### config.mk
export PLATFORM = sky130hd
export DESIGN_NAME = layer_blend
export DESIGN_NICKNAME = d
export VERILOG_FILES = /design/src/rtl/layer_blend.sv
export SDC_FILE = /design/constraint.sdc
export NUM_CORES = 2
export LEC_CHECK = 0
export ABC_AREA = 1
export ABC_CLOCK_PERIOD_IN_PS = 6300
export CAP_MARGIN = 30
export CORE_MARGIN = 2
export CORE_UTILIZATION = 45
export DETAILED_ROUTE_END_ITERATION = 10
export GPL_TIMING_DRIVEN = 1
export PLACE_DENSITY_LB_ADDON = 0.2
export REMOVE_ABC_BUFFERS = 1
export SKIP_CTS_REPAIR_TIMING = 1
export SLEW_MARGIN = 20
export SYNTH_ARGS = -nofsm -noshare
export SYNTH_HDL_FRONTEND = slang
export SYNTH_SLANG_ARGS = --single-unit
export TNS_END_PERCENT = 50
### constraint.sdc
create_clock -name clk -period 6.3 [get_ports clk]
set_clock_uncertainty 0.15 [all_clocks]
set_input_delay 0.945 -clock clk [delete_from_list [all_inputs] [get_ports clk]]
set_output_delay 0.945 -clock clk [all_outputs]
set_load 0.05 [all_outputs]
### src/rtl/layer_blend.sv
// Three-layer RGBA alpha compositor over a fixed backdrop colour.
// Bottom, middle and top layers blend in successive stages; syncs and bright share the 3-cycle latency.
module layer_blend #(
    parameter logic [23:0] BG_RGB    = 24'h000000,
    parameter logic        SYNC_IDLE = 1'b1
) (
    input  logic        clk,
    input  logic        rst,
    input  logic [31:0] color_rgba_top,
    input  logic [31:0] color_rgba_mid,
    input  logic [31:0] color_rgba_bot,
    input  logic        bright_in,
    input  logic        hsync_in,
    input  logic        vsync_in,
    output logic [23:0] rgb_out,
    output logic        bright_out,
    output logic        hsync_out,
    output logic        vsync_out
);

    // Alpha 255 is promoted to 256 so full opacity reproduces fg exactly.
    function automatic logic [7:0] blend_ch(input logic [7:0] fg, input logic [7:0] bg,
                                            input logic [7:0] a);
        logic [8:0]  a9;
        logic [8:0]  inv9;
        logic [15:0] sum;
        a9   = {1'b0, a} + {8'd0, a[7]};
        inv9 = 9'd256 - a9;
        sum  = ({8'd0, fg} * {7'd0, a9}) + ({8'd0, bg} * {7'd0, inv9});
        return sum[15:8];
    endfunction

    function automatic logic [23:0] blend_px(input logic [31:0] fg_rgba, input logic [23:0] bg);
        return {blend_ch(fg_rgba[31:24], bg[23:16], fg_rgba[7:0]),
                blend_ch(fg_rgba[23:16], bg[15:8],  fg_rgba[7:0]),
                blend_ch(fg_rgba[15:8],  bg[7:0],   fg_rgba[7:0])};
    endfunction

    logic [23:0] s1_rgb_r;
    logic [23:0] s2_rgb_r;
    logic [31:0] mid_d1_r;
    logic [31:0] top_d1_r;
    logic [31:0] top_d2_r;
    logic [1:0]  bright_sr_r;
    logic [1:0]  hsync_sr_r;
    logic [1:0]  vsync_sr_r;
    logic [23:0] s3_rgb_s;

    // Stage 1: bottom layer over backdrop; hold upper layers for alignment.
    always_ff @(posedge clk) begin
        if (rst) begin
            s1_rgb_r <= 24'h000000;
            mid_d1_r <= 32'h00000000;
            top_d1_r <= 32'h00000000;
        end else begin
            s1_rgb_r <= blend_px(color_rgba_bot, BG_RGB);
            mid_d1_r <= color_rgba_mid;
            top_d1_r <= color_rgba_top;
        end
    end

    // Stage 2: middle layer over stage-1 result.
    always_ff @(posedge clk) begin
        if (rst) begin
            s2_rgb_r <= 24'h000000;
            top_d2_r <= 32'h00000000;
        end else begin
            s2_rgb_r <= blend_px(mid_d1_r, s1_rgb_r);
            top_d2_r <= top_d1_r;
        end
    end

    // Stage 3 next value: top layer over stage-2 result, blanked outside the visible area.
    always_comb begin
        s3_rgb_s = 24'h000000;
        if (bright_sr_r[1]) begin
            s3_rgb_s = blend_px(top_d2_r, s2_rgb_r);
        end else begin
            s3_rgb_s = 24'h000000;
        end
    end

    // Timing-signal delay lines; the output registers form the third stage.
    always_ff @(posedge clk) begin
        if (rst) begin
            bright_sr_r <= 2'b00;
            hsync_sr_r  <= {2{SYNC_IDLE}};
            vsync_sr_r  <= {2{SYNC_IDLE}};
        end else begin
            bright_sr_r <= {bright_sr_r[0], bright_in};
            hsync_sr_r  <= {hsync_sr_r[0], hsync_in};
            vsync_sr_r  <= {vsync_sr_r[0], vsync_in};
        end
    end

    // Registered outputs.
    always_ff @(posedge clk) begin
        if (rst) begin
            rgb_out    <= 24'h000000;
            bright_out <= 1'b0;
            hsync_out  <= SYNC_IDLE;
            vsync_out  <= SYNC_IDLE;
        end else begin
            rgb_out    <= s3_rgb_s;
            bright_out <= bright_sr_r[1];
            hsync_out  <= hsync_sr_r[1];
            vsync_out  <= vsync_sr_r[1];
        end
    end

endmodule

==> metrics.md <==
| Metric | Value |
|---|---|
| Outcome | `finished, violations left` |
| Failing checks | `setup timing` |
| Wire length of the first global-routing pass | `175.2 mm` |
| Hold violation count in the final report | `0` |
| Avg Synthesized Cell Area | `7.727 um2` |
| R2r startpoint | `mid_d1_r[0]` |
| Routed WL per cell | `16.31 um` |
| Peak VDD IR | `0.8046 mV` |
| Most common cell in the netlist | `sky130_fd_sc_hd__inv_1` |
| Final Cell Area | `47220 um2` |
| Clk Tree Root Cell | `sky130_fd_sc_hd__clkbuf_16` |
| Relative slew slack | `0.4194` |
| Most common cell type on the critical path | `sky130_fd_sc_hd__fa_1` |
| Kind of capture point of the worst setup path | `register` |
| Die boundary height | `300.7 um` |
| Standard cell area after detailed placement | `44660 um2` |
| Port buffer count | `127` |
| Layout overhead on the synthesized area | `19.16%` |
| Final weighted congestion in routability-driven placement | `0.9429` |
| Min setup slack post-route | `-180.3 ps` |
| Hold EP | `top_d2_r[11]` |
| Final clock period utilization by the worst path | `1.029` |
| RSZ-0062 raised after global routing | `yes` |
| Actual transition at the worst max-transition pin | `869.9 ps` |
| Total of warnings raised by yosys | `0` |
| Most instantiated cells after synthesis | `sky130_fd_sc_hd__inv_1 (1452), sky130_fd_sc_hd__nand2_1 (986), sky130_fd_sc_hd__fa_1 (756), sky130_fd_sc_hd__nor2_1 (673), sky130_fd_sc_hd__ha_1 (453)` |
| Max-slew violation total from the final report | `0` |
| Die outline area | `90440 um2` |
| Antenna cell count | `0` |
| Worst hold path type | `register to register` |
| Sequential cell area fraction in the yosys report | `0.08943` |
| Total chip power | `27.65 mW` |
| Period minus WS final | `6480 ps` |
| R2R setup slack | `-180 ps` |
| Reg2Reg Depth | `28` |
| Total number of clock tree sinks | `177` |
| Gate count after technology mapping | `5128` |
| Clock buffer count from CTS | `17` |
| Endpoint of the worst register-to-register path | `s2_rgb_r[5]` |
| Reported max-cap violation count | `0` |
| Number of remaining DRC errors | `0` |
| H-tree levels | `4` |
| Startpoint of the worst hold path | `top_d1_r[11]` |
| Layout cell share with drive strength beyond 1 | `0.1391` |
| Synth Cell Area | `39620 um2` |
| Hpwl dp | `91.20 mm` |
| Ratio of routed vias to standard cells | `4.847` |
| Post-synthesis cell type count | `48` |
| Insertion delay to the later sink of the worst-skew pair | `530 ps` |
| IO Pins | `128` |
| Residual antenna-violating net count after detailed routing | `0` |
| Slowest-stage cell, CP | `sky130_fd_sc_hd__fa_1` |
| Hold depth | `2` |
| Cell type contributing the most total cell area after synthesis | `sky130_fd_sc_hd__fa_1` |
| Dpl ws | `-334.2 ps` |
| Maximum number of buffers from clock root to sink | `2` |
| Number of antenna violations at the first check in global routing | `0` |
| Achievable frequency | `154.3 MHz` |
| Leading register cell type out of synthesis | `sky130_fd_sc_hd__dfxtp_1` |
| Fraction of synthesized cell area taken by the top area cell type | `0.3820` |
| Number of detailed-routing iterations run before antenna repair | `7` |
| Via count of the routed design | `32570` |
| Number of flops mapped to enable cells by yosys | `0` |
| Ratio of total power to cell area | `585.5 nW/um2` |
| CTS tree | `yes` |
| Max stage delay on crit path | `550 ps` |
| Sum of buffers and inverters on the critical path | `8` |
| Instance count on the critical path | `28` |
| Critical-path maximum fanout | `4` |
| Sum of routed wire length over all layers | `109.6 mm` |
| Rows | `108` |
| Nature of the critical path startpoint | `register` |
| Post-Route Setup TNS | `-2296 ps` |
| Multi-input logic area | `31460 um2` |
| Overall global routing resource usage | `0.2484` |
| Cell family contributing the most delay on the critical path | `adder cells` |
| Core region area | `87020 um2` |
| WS Path Type | `register to register` |
| Post-synth ARST share | `0` |
| Data arrival, critical path | `6740 ps` |
| Number of setup violations in the final report | `35` |
| Number of synthesized register bits | `177` |
| Static leakage | `26.25 nW` |
| Die width | `300.7 um` |
| Initial core utilization | `0.4553` |
| Number of inserted filler cells in the final layout | `8336` |
| Maximum number of pins on one net before global-route repair | `63` |
| Clock-pin slew of the registers on the worst-case setup and hold paths | `90 ps` |
| Number of nets in the layout | `6860` |
| Leading post-synthesis cells by cell area | `sky130_fd_sc_hd__fa_1 (38%), sky130_fd_sc_hd__ha_1 (14%), sky130_fd_sc_hd__inv_1 (14%), sky130_fd_sc_hd__nand2_1 (9.3%), sky130_fd_sc_hd__dfxtp_1 (8.9%)` |
| Iteration-0 DRC count of the detailed router | `1768` |
| Reg area | `3557 um2` |
| Share of the core filled with cells in the final layout | `0.5426` |
| Required @ worst endpoint | `6560 ps` |
| Number of global-route vias before repair | `33750` |
| Overflow left after global routing | `0` |
## per-stage QoR
| stage | hold slack, ps | cells |
|---|---|---|
| floorplan | 238.3 | 5005 |
| global placement | 241.4 | 6644 |
| detailed placement | 244.2 | 6644 |
| CTS | 254.1 | 6676 |
| global route | 272.1 | 6718 |
| finish | 246.2 | 6718 |
## worst max path at each step
stage	end	slack (ps)	startpoint
2_1_floorplan	rgb_out[19]	-610	top_d2_r[7]
6_report	s2_rgb_r[5]	-180	mid_d1_r[0]
5_1_grt	s2_rgb_r[5]	-460	mid_d1_r[0]
3_3_place_gp	s2_rgb_r[1]	-240	mid_d1_r[0]
4_1_cts	s2_rgb_r[15]	-360	mid_d1_r[0]
3_5_place_dp	s2_rgb_r[15]	-330	mid_d1_r[0]
## sequential cells by signal (all words and copies together) (netlist names)
| register | cells |
|---|---|
| bright_out | 1 |
| vsync_sr_r | 2 |
| vsync_out | 1 |
| top_d1_r | 32 |
| top_d2_r | 32 |
| mid_d1_r | 32 |
| s1_rgb_r | 24 |
| rgb_out | 24 |
| hsync_sr_r | 2 |
| hsync_out | 1 |
| s2_rgb_r | 24 |
| bright_sr_r | 2 |
## final cells by class
| cell class | instances | area share |
|---|---|---|
| multi-input cells | 3365 | 0.6662 |
| inverters | 1463 | 0.1168 |
| repair buffers | 526 | 0.09762 |
| flip-flops and latches | 177 | 0.07534 |
| well taps | 1155 | 0.03061 |
| clock buffers | 17 | 0.009010 |
| clock inverters | 15 | 0.004478 |
## metal layers
metal | global-route usage | vias up | part of all wire
met4 | 0.08588 | 0 | 0.043
met5 | 0 | - | 0
met1 | 0.3070 | 15850 | 0.41
li1 | - | 15680 | -
met3 | 0.02973 | 210 | 0.045
met2 | 0.4466 | 823 | 0.51
## worst reg2reg max path: cells and delay by family (launching register included)
family / cells / cell delay (ps)
and+or+nand+nor: 6 / 650
buffers and inverters: 8 / 740
DFF: 1 / 370
xor gates and xnor gates: 1 / 240
AOI/OAI and AO/OA: 3 / 460
adders and majority gates: 10 / 3770
## report_power, final
| group | switching, mW | internal [mW] | total (mW) | leakage [nW] |
|---|---|---|---|---|
| combinational | 13.2 | 11.5 | 24.7 | 24.5 |
| sequential | 0.385 | 1.34 | 1.72 | 1.46 |
| clock | 0.658 | 0.553 | 1.21 | 0.305 |
| total | 14.2 | 13.4 | 27.6 | 26.3 |
## cells by family after synthesis
| kind of cell | Yosys count | synth area share |
|---|---|---|
| flip-flops | 177 | 0.08943 |
| XOR/XNOR | 33 | 0.007768 |
| adder cells (fa/ha/maj) | 1209 | 0.5250 |
| AND/OR/NAND/NOR | 1837 | 0.1855 |
| AO/OA/AOI/OAI | 286 | 0.04058 |
| buffers and inverters | 1586 | 0.1518 |
## cell usage in the layout (no fill, tap or decap), types with 16 or more instances in the layout
cell | Yosys | final
sky130_fd_sc_hd__a21oi_1 | 155 | 110
sky130_fd_sc_hd__a21oi_2 | 0 | 42
sky130_fd_sc_hd__buf_12 | 0 | 17
sky130_fd_sc_hd__buf_4 | 4 | 358
sky130_fd_sc_hd__buf_6 | 2 | 20
sky130_fd_sc_hd__clkbuf_16 | 0 | 19
sky130_fd_sc_hd__clkdlybuf4s50_1 | 0 | 126
sky130_fd_sc_hd__dfxtp_1 | 177 | 172
sky130_fd_sc_hd__fa_1 | 756 | 744
sky130_fd_sc_hd__ha_1 | 453 | 411
sky130_fd_sc_hd__ha_4 | 0 | 41
sky130_fd_sc_hd__inv_1 | 1452 | 1411
sky130_fd_sc_hd__inv_2 | 7 | 45
sky130_fd_sc_hd__nand2_1 | 986 | 921
sky130_fd_sc_hd__nand2_2 | 8 | 59
sky130_fd_sc_hd__nand2_4 | 4 | 18
sky130_fd_sc_hd__nand3_1 | 71 | 66
sky130_fd_sc_hd__nand3b_1 | 21 | 21
sky130_fd_sc_hd__nand4_1 | 28 | 28
sky130_fd_sc_hd__nor2_1 | 673 | 621
sky130_fd_sc_hd__nor2_2 | 3 | 41
sky130_fd_sc_hd__nor2_4 | 5 | 19
sky130_fd_sc_hd__o21a_1 | 19 | 19
sky130_fd_sc_hd__o21ai_0 | 59 | 37
sky130_fd_sc_hd__xnor2_1 | 16 | 16
(Power assumes the default switching activity.)
